File: config.mk
export PLATFORM = sky130hd
export DESIGN_NAME = rf_writeback_ctrl_flat
export DESIGN_NICKNAME = d
export VERILOG_FILES = /design/src/rtl/rf_writeback_ctrl_if.sv /design/src/rtl/rf_writeback_ctrl.sv /design/src/flat_wrapper.sv
export SDC_FILE = /design/constraint.sdc
export NUM_CORES = 1
export LEC_CHECK = 0
export CAP_MARGIN = 25
export CORE_UTILIZATION = 45
export CTS_CLUSTER_DIAMETER = 30
export DETAILED_ROUTE_END_ITERATION = 6
export GPL_TIMING_DRIVEN = 0
export PLACE_DENSITY = 0.74
export SLEW_MARGIN = 20
export SYNTH_ARGS = -nofsm -noshare
export SYNTH_HDL_FRONTEND = slang
export SYNTH_SLANG_ARGS = --single-unit
File: constraint.sdc
create_clock -name CLK -period 6.6 [get_ports CLK]
set_input_delay 1.32 -clock CLK [delete_from_list [all_inputs] [get_ports CLK]]
set_output_delay 1.32 -clock CLK [all_outputs]
set_load 0.05 [all_outputs]
File: src/rtl/rf_writeback_ctrl_if.sv
// Writeback-side bundle: pipeline and long-latency sources in, register-file write port and hazard status out.
// master drives the sources and queries; slave is the writeback controller.
interface rf_writeback_ctrl_if #(
  parameter int WIDTH  = 32,
  parameter int QDEPTH = 4,
  parameter int CW     = $clog2(QDEPTH) + 1
);
  logic             wb_we;
  logic [4:0]       wb_addr;
  logic [WIDTH-1:0] wb_data;
  logic             lu_valid;
  logic [4:0]       lu_addr;
  logic [WIDTH-1:0] lu_data;
  logic             lu_ready;
  logic             WE;
  logic [4:0]       A3;
  logic [WIDTH-1:0] WD3;
  logic [4:0]       q_addr1;
  logic [4:0]       q_addr2;
  logic             q_busy1;
  logic             q_busy2;
  logic [CW-1:0]    q_count;
  logic             drain_req;

  modport master (
    output wb_we, wb_addr, wb_data, lu_valid, lu_addr, lu_data, q_addr1, q_addr2,
    input  lu_ready, WE, A3, WD3, q_busy1, q_busy2, q_count, drain_req
  );

  modport slave (
    input  wb_we, wb_addr, wb_data, lu_valid, lu_addr, lu_data, q_addr1, q_addr2,
    output lu_ready, WE, A3, WD3, q_busy1, q_busy2, q_count, drain_req
  );
endinterface

File: src/rtl/rf_writeback_ctrl.sv
// Merges pipeline writeback (priority, 1 cycle to WE) with a queued long-latency source (>=2 cycles to WE).
// Backpressure: lu_ready drops while the FIFO is full; drain_req asks the pipeline for a bubble.
module rf_writeback_ctrl #(
  parameter int WIDTH  = 32,
  parameter int QDEPTH = 4,
  parameter int CW     = $clog2(QDEPTH) + 1
) (
  input  logic                CLK,
  input  logic                RST,
  rf_writeback_ctrl_if.slave  bus
);
  localparam int PW = $clog2(QDEPTH);
  typedef logic [PW-1:0] ptr_t;

  ptr_t             rd_ptr_q, rd_ptr_d;
  ptr_t             wr_ptr_q, wr_ptr_d;
  logic [CW-1:0]    count_q, count_d;
  logic [4:0]       ent_addr_q [QDEPTH];
  logic [4:0]       ent_addr_d [QDEPTH];
  logic [WIDTH-1:0] ent_data_q [QDEPTH];
  logic [WIDTH-1:0] ent_data_d [QDEPTH];
  logic [QDEPTH-1:0] ent_vld_q, ent_vld_d;
  logic             we_q, we_d;
  logic [4:0]       a3_q, a3_d;
  logic [WIDTH-1:0] wd3_q, wd3_d;

  logic pw, push, pop, lu_ready;
  logic hit1, hit2;

  assign lu_ready = (count_q < CW'(QDEPTH));
  assign pw       = bus.wb_we && (bus.wb_addr != 5'd0);
  assign push     = bus.lu_valid && lu_ready && (bus.lu_addr != 5'd0);
  // Arbitration uses only current state, so a word pushed this cycle cannot pop until next cycle.
  assign pop      = !pw && (count_q != '0);

  always_comb begin
    rd_ptr_d   = rd_ptr_q;
    wr_ptr_d   = wr_ptr_q;
    count_d    = count_q;
    ent_addr_d = ent_addr_q;
    ent_data_d = ent_data_q;
    ent_vld_d  = ent_vld_q;
    we_d       = 1'b0;
    a3_d       = a3_q;
    wd3_d      = wd3_q;

    if (pw) begin
      we_d  = 1'b1;
      a3_d  = bus.wb_addr;
      wd3_d = bus.wb_data;
    end else if (pop) begin
      we_d                = 1'b1;
      a3_d                = ent_addr_q[rd_ptr_q];
      wd3_d               = ent_data_q[rd_ptr_q];
      ent_vld_d[rd_ptr_q] = 1'b0;
      rd_ptr_d            = rd_ptr_q + 1'b1;
    end

    if (push) begin
      ent_addr_d[wr_ptr_q] = bus.lu_addr;
      ent_data_d[wr_ptr_q] = bus.lu_data;
      ent_vld_d[wr_ptr_q]  = 1'b1;
      wr_ptr_d             = wr_ptr_q + 1'b1;
    end

    count_d = count_q + CW'(push) - CW'(pop);
  end

  always_ff @(posedge CLK or negedge RST) begin
    if (!RST) begin
      rd_ptr_q  <= '0;
      wr_ptr_q  <= '0;
      count_q   <= '0;
      ent_vld_q <= '0;
      we_q      <= 1'b0;
      a3_q      <= '0;
      wd3_q     <= '0;
      for (int i = 0; i < QDEPTH; i++) begin
        ent_addr_q[i] <= '0;
        ent_data_q[i] <= '0;
      end
    end else begin
      rd_ptr_q   <= rd_ptr_d;
      wr_ptr_q   <= wr_ptr_d;
      count_q    <= count_d;
      ent_vld_q  <= ent_vld_d;
      we_q       <= we_d;
      a3_q       <= a3_d;
      wd3_q      <= wd3_d;
      ent_addr_q <= ent_addr_d;
      ent_data_q <= ent_data_d;
    end
  end

  // A write is still pending while queued or while sitting on the output register before the negedge commit.
  always_comb begin
    hit1 = we_q && (a3_q == bus.q_addr1);
    hit2 = we_q && (a3_q == bus.q_addr2);
    for (int i = 0; i < QDEPTH; i++) begin
      if (ent_vld_q[i] && (ent_addr_q[i] == bus.q_addr1)) hit1 = 1'b1;
      if (ent_vld_q[i] && (ent_addr_q[i] == bus.q_addr2)) hit2 = 1'b1;
    end
  end

  assign bus.q_busy1   = (bus.q_addr1 != 5'd0) && hit1;
  assign bus.q_busy2   = (bus.q_addr2 != 5'd0) && hit2;
  assign bus.lu_ready  = lu_ready;
  assign bus.q_count   = count_q;
  assign bus.drain_req = (count_q == CW'(QDEPTH));
  assign bus.WE        = we_q;
  assign bus.A3        = a3_q;
  assign bus.WD3       = wd3_q;
endmodule
File: src/flat_wrapper.sv
// flat-port wrapper written by rule: the top's interface ports become plain ports
module rf_writeback_ctrl_flat 
#(
  parameter int WIDTH  = 32,
  parameter int QDEPTH = 4,
  parameter int CW     = $clog2(QDEPTH) + 1
)
  (CLK, RST, bus_wb_we, bus_wb_addr, bus_wb_data, bus_lu_valid, bus_lu_addr, bus_lu_data, bus_q_addr1, bus_q_addr2, bus_lu_ready, bus_WE, bus_A3, bus_WD3, bus_q_busy1, bus_q_busy2, bus_q_count, bus_drain_req);
  rf_writeback_ctrl_if #(.WIDTH(WIDTH), .QDEPTH(QDEPTH), .CW(CW)) bus_i ();
  input  logic CLK;
  input  logic RST;
  input wire logic [$bits(bus_i.wb_we)-1:0] bus_wb_we;
  input wire logic [$bits(bus_i.wb_addr)-1:0] bus_wb_addr;
  input wire logic [$bits(bus_i.wb_data)-1:0] bus_wb_data;
  input wire logic [$bits(bus_i.lu_valid)-1:0] bus_lu_valid;
  input wire logic [$bits(bus_i.lu_addr)-1:0] bus_lu_addr;
  input wire logic [$bits(bus_i.lu_data)-1:0] bus_lu_data;
  input wire logic [$bits(bus_i.q_addr1)-1:0] bus_q_addr1;
  input wire logic [$bits(bus_i.q_addr2)-1:0] bus_q_addr2;
  output wire logic [$bits(bus_i.lu_ready)-1:0] bus_lu_ready;
  output wire logic [$bits(bus_i.WE)-1:0] bus_WE;
  output wire logic [$bits(bus_i.A3)-1:0] bus_A3;
  output wire logic [$bits(bus_i.WD3)-1:0] bus_WD3;
  output wire logic [$bits(bus_i.q_busy1)-1:0] bus_q_busy1;
  output wire logic [$bits(bus_i.q_busy2)-1:0] bus_q_busy2;
  output wire logic [$bits(bus_i.q_count)-1:0] bus_q_count;
  output wire logic [$bits(bus_i.drain_req)-1:0] bus_drain_req;
  assign bus_i.wb_we = bus_wb_we;
  assign bus_i.wb_addr = bus_wb_addr;
  assign bus_i.wb_data = bus_wb_data;
  assign bus_i.lu_valid = bus_lu_valid;
  assign bus_i.lu_addr = bus_lu_addr;
  assign bus_i.lu_data = bus_lu_data;
  assign bus_i.q_addr1 = bus_q_addr1;
  assign bus_i.q_addr2 = bus_q_addr2;
  assign bus_lu_ready = bus_i.lu_ready;
  assign bus_WE = bus_i.WE;
  assign bus_A3 = bus_i.A3;
  assign bus_WD3 = bus_i.WD3;
  assign bus_q_busy1 = bus_i.q_busy1;
  assign bus_q_busy2 = bus_i.q_busy2;
  assign bus_q_count = bus_i.q_count;
  assign bus_drain_req = bus_i.drain_req;
  rf_writeback_ctrl #(.WIDTH(WIDTH), .QDEPTH(QDEPTH), .CW(CW)) u_core (.CLK(CLK), .RST(RST), .bus(bus_i));
endmodule
==> summary.md, run 1 <==
| Metric | Value |
|---|---|
| Total gr overflow | 0 |
| Setup total negative slack | 0 ns |
| IO Port Bufs | 122 |
| Post-route clock period utilization | 69.9% |
| CTS Sinks | 197 |
| Residual DRC | 0 |
| Post-synth EDFFs | 0 |
| Hold buffers post-CTS | 0 |
| Setup Viol. Count Final | 0 |
| Hold Fails Final Rpt | 0 |
| Total track usage | between 20% and 30% |
| Max clock buf depth | 2 |
| Peak VDD IR | around 0.29 mV |
| Total power draw | approximately 6.1 mW |
| Leakage | 5.22 nW |
| Critical path type | primary input to primary output |
| Clock Skews | about 0.0086 ns |
| Share of cells above drive strength 1 | about a third |
| Cells on Worst Hold Path | 1 |
| Hold slack | between 0.4 and 0.5 ns |
| Clock-pin slew on the worst setup and hold paths | ~0.070 ns |
| Post-Syn Area | between 0.009 and 0.01 mm^2 |
| # resized after CTS | 0 |
| Least-Margin Pin Slew | just under 0.7 ns |
| DR iter-0 viols | 266 |
| Core area | 0.0211 mm^2 |
| Max-slew violation count | 0 |
| DR pass1 iterations | 4 |
| Largest net degree at the start of global routing | between 90 and 100 |
| DP HPWL | around 15 mm |
| Die area | ~0.022 mm^2 |
| Placed Instances | 1061 |
| CP arrival | 3.29 ns |
| Seq/Total Area, Yosys | between 50% and 60% |
| Worst Setup SP | bus_q_addr2[4] |
| # Post-CTS Setup Buffers | 0 |
| CTS H-tree lvls | 4 |
| Syn Nets | 761 |
| Max frequency | around 220 MHz |
| Cells after Synth | around 660 |
| RSZ-0062 raised after global routing | no |
| Height of the die | 149 um |
| Antenna-violating nets left | 0 |
| Place WS | 2.03 ns |
| Drt total wl | 21.0 mm |
| Crit start category | primary input |
| R2r worst-path depth | 5 |
| Crit end category | primary output |
| Die X | 149 um |
| Most used DFF post-synth | dfrtp_1 |
| TritonCTS clock tree | done |
| Register bit total from synthesis | 197 |
| Final Critical Period | around 4.6 ns |
| Power per standard cell area | between 500 and 600 mW/mm^2 |
| Setup slack after layout | 1.99 ns |
| Avg Cell Area, Syn | 14.6 um^2 |
| Initial antenna violation count | 2 |
| Max Cap Violations | 0 |
| Total CTS buffers | 17 |
| Initial Utilization | between 40% and 50% |
| Worst EP required | approximately 5.3 ns |
| Routability cong. | approximately 0.88 |
| Final core occ | 56.6% |
| FF-to-FF Start | u_core.rd_ptr_q[1] |
| Placed Area | approximately 0.011 mm^2 |
| Global-route wire length before repair | about 34 mm |
| Root Buffer | clkbuf_16 |
| Finished Layout Cells | approximately 1.1k |
| Worst slew margin | about 54% |
| CP Max Fanout | 6 |
| Status | completed |
| Yosys warns | 0 |
| HP Start | u_core.ent_data_q[101] |
| Vias after detailed routing | about 5.8k |
| # rows | between 50 and 60 |
| DR WL/cell | roughly 19 um |
| Number of distinct library cells after synthesis | 33 |
| Async SR Flop Fraction | 100% |
| Post-Layout Inst Area | 0.0119 mm^2 |
| Vias in the first global route | ~6.3k |
| Worst Hold Class | flip-flop to flip-flop |
| Vias/cell | 5.31 |
| I/O Pins | about 130 |
| Syn-to-layout area delta | 23.2% |
| Nets | between 900 and 1k |
| Clk_lat worst skew | between 0.4 and 0.5 ns |
-- path summary, 6_finish.rpt --
path                                           to  slack (ns)
min                        u_core.ent_data_q[101]        0.49
max reg2reg                    u_core.bus.WD3[15]        4.28
min reg2reg                u_core.ent_data_q[101]        0.49
min in group asynchronous      u_core.bus.WD3[18]        0.78
max in group asynchronous     u_core.ent_vld_q[3]        5.05
max                                   bus_q_busy2        1.99
-- where the power goes --
part	internal [mW]	switching, mW
Clock	0.593	0.481
Sequential	1.82	0.407
Combinational	1.51	1.34
-- cells by family after synthesis --
kind of cell	after synthesis	synth area share [%]
buf+inv	53	3.67
simple gates	78	4.12
fa+ha+maj	11	1.50
flops	197	50.9
xor+xnor	54	4.89
compound gates	47	2.92
mux	222	32.0
-- layout by cell type (no fill, tap or decap), types with 3 or more instances in the layout --
| master | n |
|---|---|
| nor2_1 | 36 |
| a22o_2 | 4 |
| xnor2_1 | 14 |
| mux2i_1 | 36 |
| clkinv_4 | 4 |
| inv_1 | 9 |
| nor4_1 | 10 |
| dfrtp_1 | 197 |
| mux2_2 | 87 |
| clkdlybuf4s50_1 | 121 |
| buf_4 | 6 |
| buf_2 | 16 |
| nand2_1 | 9 |
| mux2_4 | 60 |
| nand3_1 | 12 |
| buf_12 | 7 |
| a21oi_1 | 36 |
| or4_1 | 3 |
| clkbuf_16 | 17 |
| mux4_2 | 37 |
| inv_6 | 3 |
| xor2_1 | 40 |
| ha_1 | 10 |
| inv_8 | 3 |
| clkbuf_1 | 14 |
-- critical path, cell delays in order --
cell and delay [ns]:
clkbuf_1 0.32, xor2_1 0.13, nor4_1 0.31, nand3_1 0.12
nand3_1 0.14, o22a_1 0.16, clkdlybuf4s50_1 0.79
-- final cells by class --
class	count	area, um^2
sequential	197	4930
inverter	9	33.8
antenna	1	2.50
clock inverter	13	163
tap	275	344
clock buffer	19	453
fill	1737	9160
buffer	44	322
timing repair buffer	124	1280
multi-input combinational	412	4400
-- Yosys cell counts, types with 3 or more instances --
library cell  number  area share [%]
ha_1              10             1.3
a21oi_1           36             1.9
mux2i_1           36             3.7
nor4_1            10            0.65
mux2_2            87              10
xnor2_1           14             1.3
nor2_1            36             1.4
a22o_2             4            0.41
or4_1              3            0.23
inv_1              9            0.35
xor2_1            40             3.6
buf_12             7             1.4
dfrtp_1          197              51
nand2_1            9            0.35
buf_2             16            0.83
clkbuf_1          14            0.54
mux2_4            60             9.3
buf_4              6            0.47
mux4_2            37             8.6
nand3_1           12            0.62
-- sequential cells by signal (all words and copies together) (netlist names) --
register            cells
u_core.bus.A3           5
u_core.bus.WD3         32
u_core.bus.WE           1
u_core.bus.q_count      3
u_core.ent_addr_q      20
u_core.ent_data_q     128
u_core.ent_vld_q        4
u_core.rd_ptr_q         2
u_core.wr_ptr_q         2
-- layer usage --
layer | GRT usage, % | up-vias | share of wire [%]
met3 | 5.00 | 25 | 5.0
met2 | 32.1 | 129 | 47
met5 | 0 | - | 0
li1 | - | 2659 | -
met4 | 5.36 | 0 | 1.5
met1 | 28.6 | 2993 | 46
No activity file was read; power rests on OpenSTA's default activity.
==> run 2, diff against run 1 <==
--- a/config.mk
+++ b/config.mk
@@ -10,7 +10,7 @@
 export CTS_CLUSTER_DIAMETER = 30
 export DETAILED_ROUTE_END_ITERATION = 6
 export GPL_TIMING_DRIVEN = 0
-export PLACE_DENSITY = 0.74
+export PLACE_DENSITY = 0.76
 export SLEW_MARGIN = 20
 export SYNTH_ARGS = -nofsm -noshare
 export SYNTH_HDL_FRONTEND = slang
==> constraint.sdc (replaced) <==
create_clock -name CLK -period 3.9 [get_ports CLK]
set_input_delay 0.78 -clock CLK [delete_from_list [all_inputs] [get_ports CLK]]
set_output_delay 0.78 -clock CLK [all_outputs]
set_load 0.05 [all_outputs]
==> run 2 against run 1 <==
  * Total power grew 70%
  * Critical path type unchanged
  * Worst hold slack lost 0.30 ns
  * Utilization is essentially flat
  * First-iteration DRC count grew 22%
==> summary.md, run 2 (synthesis gave the netlist of run 1 again) <==
| Metric | Value |
|---|---|
| Commonest non-fill, non-tap cell in the layout | dfrtp_1 |
| Setup Viol. Count Final | 0 (unchanged) |
| Most frequent cells in the layout | 197 x dfrtp_1, 121 x clkdlybuf4s50_1, 87 x mux2_2 |
| Core area | 0.0211 mm^2 (unchanged) |
| Root Buffer | clkbuf_16 |
| Number of fill cells | 1729 (-0.46%) |
| Vias in the first global route | 6219 (-0.77%) |
| DP HPWL | 14.6 mm (-0.31%) |
| Largest net degree at the start of global routing | 91 (-2.2%) |
| N_diodes | 0 (-1) |
| Residual DRC | 0 (unchanged) |
| Clock-pin slew on the worst setup and hold paths | 0.07 ns (about the same) |
| Placed Instances | 1061 (unchanged) |
| # resized after CTS | 0 (unchanged) |
| Routability cong. | 0.877 (-0.36%) |
| Antenna-violating nets left | 0 (unchanged) |
| Clock power frac | 17.7% (+0.2 points) |
| Critical path type | primary input to primary output |
| Internal power | 6.67 mW (+70%) |
| Leakage | 5.21 nW (-0.11%) |
| Power per standard cell area | 878 mW/mm^2 (+70%) |
| Worst Hold Class | primary input to async pin |
| Share of cells above drive strength 1 | 31.3% (-0.12 points) |
| Syn-to-layout area delta | 23.1% (about the same) |
| # rows | 53 (unchanged) |
| Final core occ | 56.5% (about the same) |
| Peak VDD IR | 0.488 mV (+71%) |
| Global-route wire length before repair | 34.9 mm (+1.5%) |
| Largest register FFs | 128 (unchanged) |
| Clock Skews | 0.0104 ns (+0.00179 ns) |
| Worst slew margin | 52.5% (-1.7 points) |
| DR pass1 iterations | 4 (unchanged) |
| Sequential Power Share | 36.1% (about the same) |
| Die X | 149 um (unchanged) |
| DR WL/cell | 19.8 um (+3.1%) |
| CTS Sinks | 197 (unchanged) |
| Max frequency | around 280 MHz |
| Least-Margin Pin Slew | 0.712 ns (+0.0253 ns) |
| Height of the die | 149 um (unchanged) |
| Crit start category | primary input |
| Vias after detailed routing | 5922 (+2.0%) |
| CTS H-tree lvls | 4 (unchanged) |
| Max clock buf depth | 2 (unchanged) |
| RSZ-0062 raised after global routing | no |
| CP arrival | 2.80 ns (-0.49 ns) |
| Status | completed |
| CP Max Fanout | 6 (unchanged) |
| IO Port Bufs | 122 (unchanged) |
| Die area | 0.0221 mm^2 (unchanged) |
| Post-route clock period utilization | roughly nine tenths |
| Clk_lat worst skew | 0.44 ns (about the same) |
| Hold buffers post-CTS | 0 (unchanged) |
| Max Cap Violations | 0 (unchanged) |
| Biggest register | u_core.ent_data_q |
| Setup total negative slack | 0 ns (unchanged) |
| Crit end category | primary output |
| R2r worst-path depth | 9 (+4) |
| Reg2reg end | u_core.bus.q_count[2] |
| Finished Layout Cells | 1093 (-0.091%) |
| Hold Fails Final Rpt | 0 (unchanged) |
| Vias/cell | 5.42 (+2.1%) |
| Initial antenna violation count | 2 (unchanged) |
| DR iter-0 viols | 324 (+22%) |
| FF-to-FF Start | u_core.bus.q_count[0] |
| TritonCTS clock tree | done |
| Switching share of power | 36.2% (+0.069 points) |
| Max-slew violation count | 0 (unchanged) |
| Total CTS buffers | 17 (unchanged) |
| Drt total wl | 21.6 mm (+3.0%) |
| Share of total power in combinational logic | 46.3% (about the same) |
| Total track usage | 21.0% (+0.45 points) |
| Worst EP required | 3.12 ns (-2.16 ns) |
| Final Critical Period | 3.58 ns |
| # Post-CTS Setup Buffers | 0 (unchanged) |
| Net switching power | 3.79 mW (+71%) |
| I/O Pins | 133 (unchanged) |
| Nets | 904 (unchanged) |
| Initial Utilization | 45.9% (unchanged) |
| Total gr overflow | 0 (unchanged) |
| R2r setup slk | 1.35 ns (-2.93 ns) |
run 2: changes by cell type in the layout (fill, tap and decap cells not counted):
| cell | delta |
|---|---|
| clkinvlp_4 | +1 |
| clkinv_2 | +1 |
| diode_2 | -1 |
| bufinv_16 | +1 |
| clkbuf_8 | -1 |
| inv_8 | -3 |
| clkbuf_1 | +1 |
run 2: power groups by stage:
stage	clock (mW)	sequential [mW]	combinational, mW
after floorplan	0	4.31	2.99
final	1.85	3.78	4.84
after detailed placement	0	3.79	4.87
after global routing	1.97	3.90	5.16
after CTS	1.88	3.77	4.89
after global placement	0	3.76	4.76
run 2: worst max path at each step:
stage                     startpoint               end  slack, ns  depth (start not counted)
2_1_floorplan  u_core.bus.q_count[2]     bus_drain_req       0.91                          2
3_3_place_gp                     RST  u_core.bus.A3[3]      -6.29                          1
3_5_place_dp          bus_q_addr2[0]       bus_q_busy2       0.34                          7
4_1_cts               bus_q_addr2[4]       bus_q_busy2       0.31                          7
5_1_grt               bus_q_addr2[4]       bus_q_busy2       0.19                          7
6_report              bus_q_addr2[4]       bus_q_busy2       0.32                          7
run 2: worst max-delay path, stage by stage:
cell and delay (ns):
clkbuf_1 0.37, xor2_1 0.13, nor4_1 0.34, nand3_1 0.11
nand3_1 0.12, o22a_1 0.16, clkdlybuf4s50_1 0.80
run 2: per-stage QoR:
step	hold WS (ns)	power [mW]	area [um^2]	setup WS (ns)
floorplan	0.459	7.31	9680	0.913
global placement	0.474	8.52	11200	-6.29
detailed placement	0.481	8.65	11300	0.341
CTS	0.184	10.5	11900	0.310
global route	0.183	11.0	11900	0.192
finish	0.193	10.5	11900	0.317
run 2: layout make-up:
type	instances	area, um^2	area share (%)
Buffer	44	322	2.70
Tap cell	275	344	2.89
Clock buffer	19	443	3.72
Timing Repair Buffer	124	1280	10.7
Clock inverter	13	171	1.44
Sequential cell	197	4930	41.4
Inverter	9	33.8	0.283
Multi-Input combinational cell	412	4400	36.9
run 2: layer usage:
| metal | vias to the layer above | global-route usage [%] | share of wire, % |
|---|---|---|---|
| met5 | - | 0 | 0.12 |
| met2 | 147 | 33.8 | 49 |
| met1 | 3071 | 29.0 | 46 |
| li1 | 2673 | - | - |
| met4 | 4 | 4.59 | 1.0 |
| met3 | 27 | 4.72 | 4.7 |
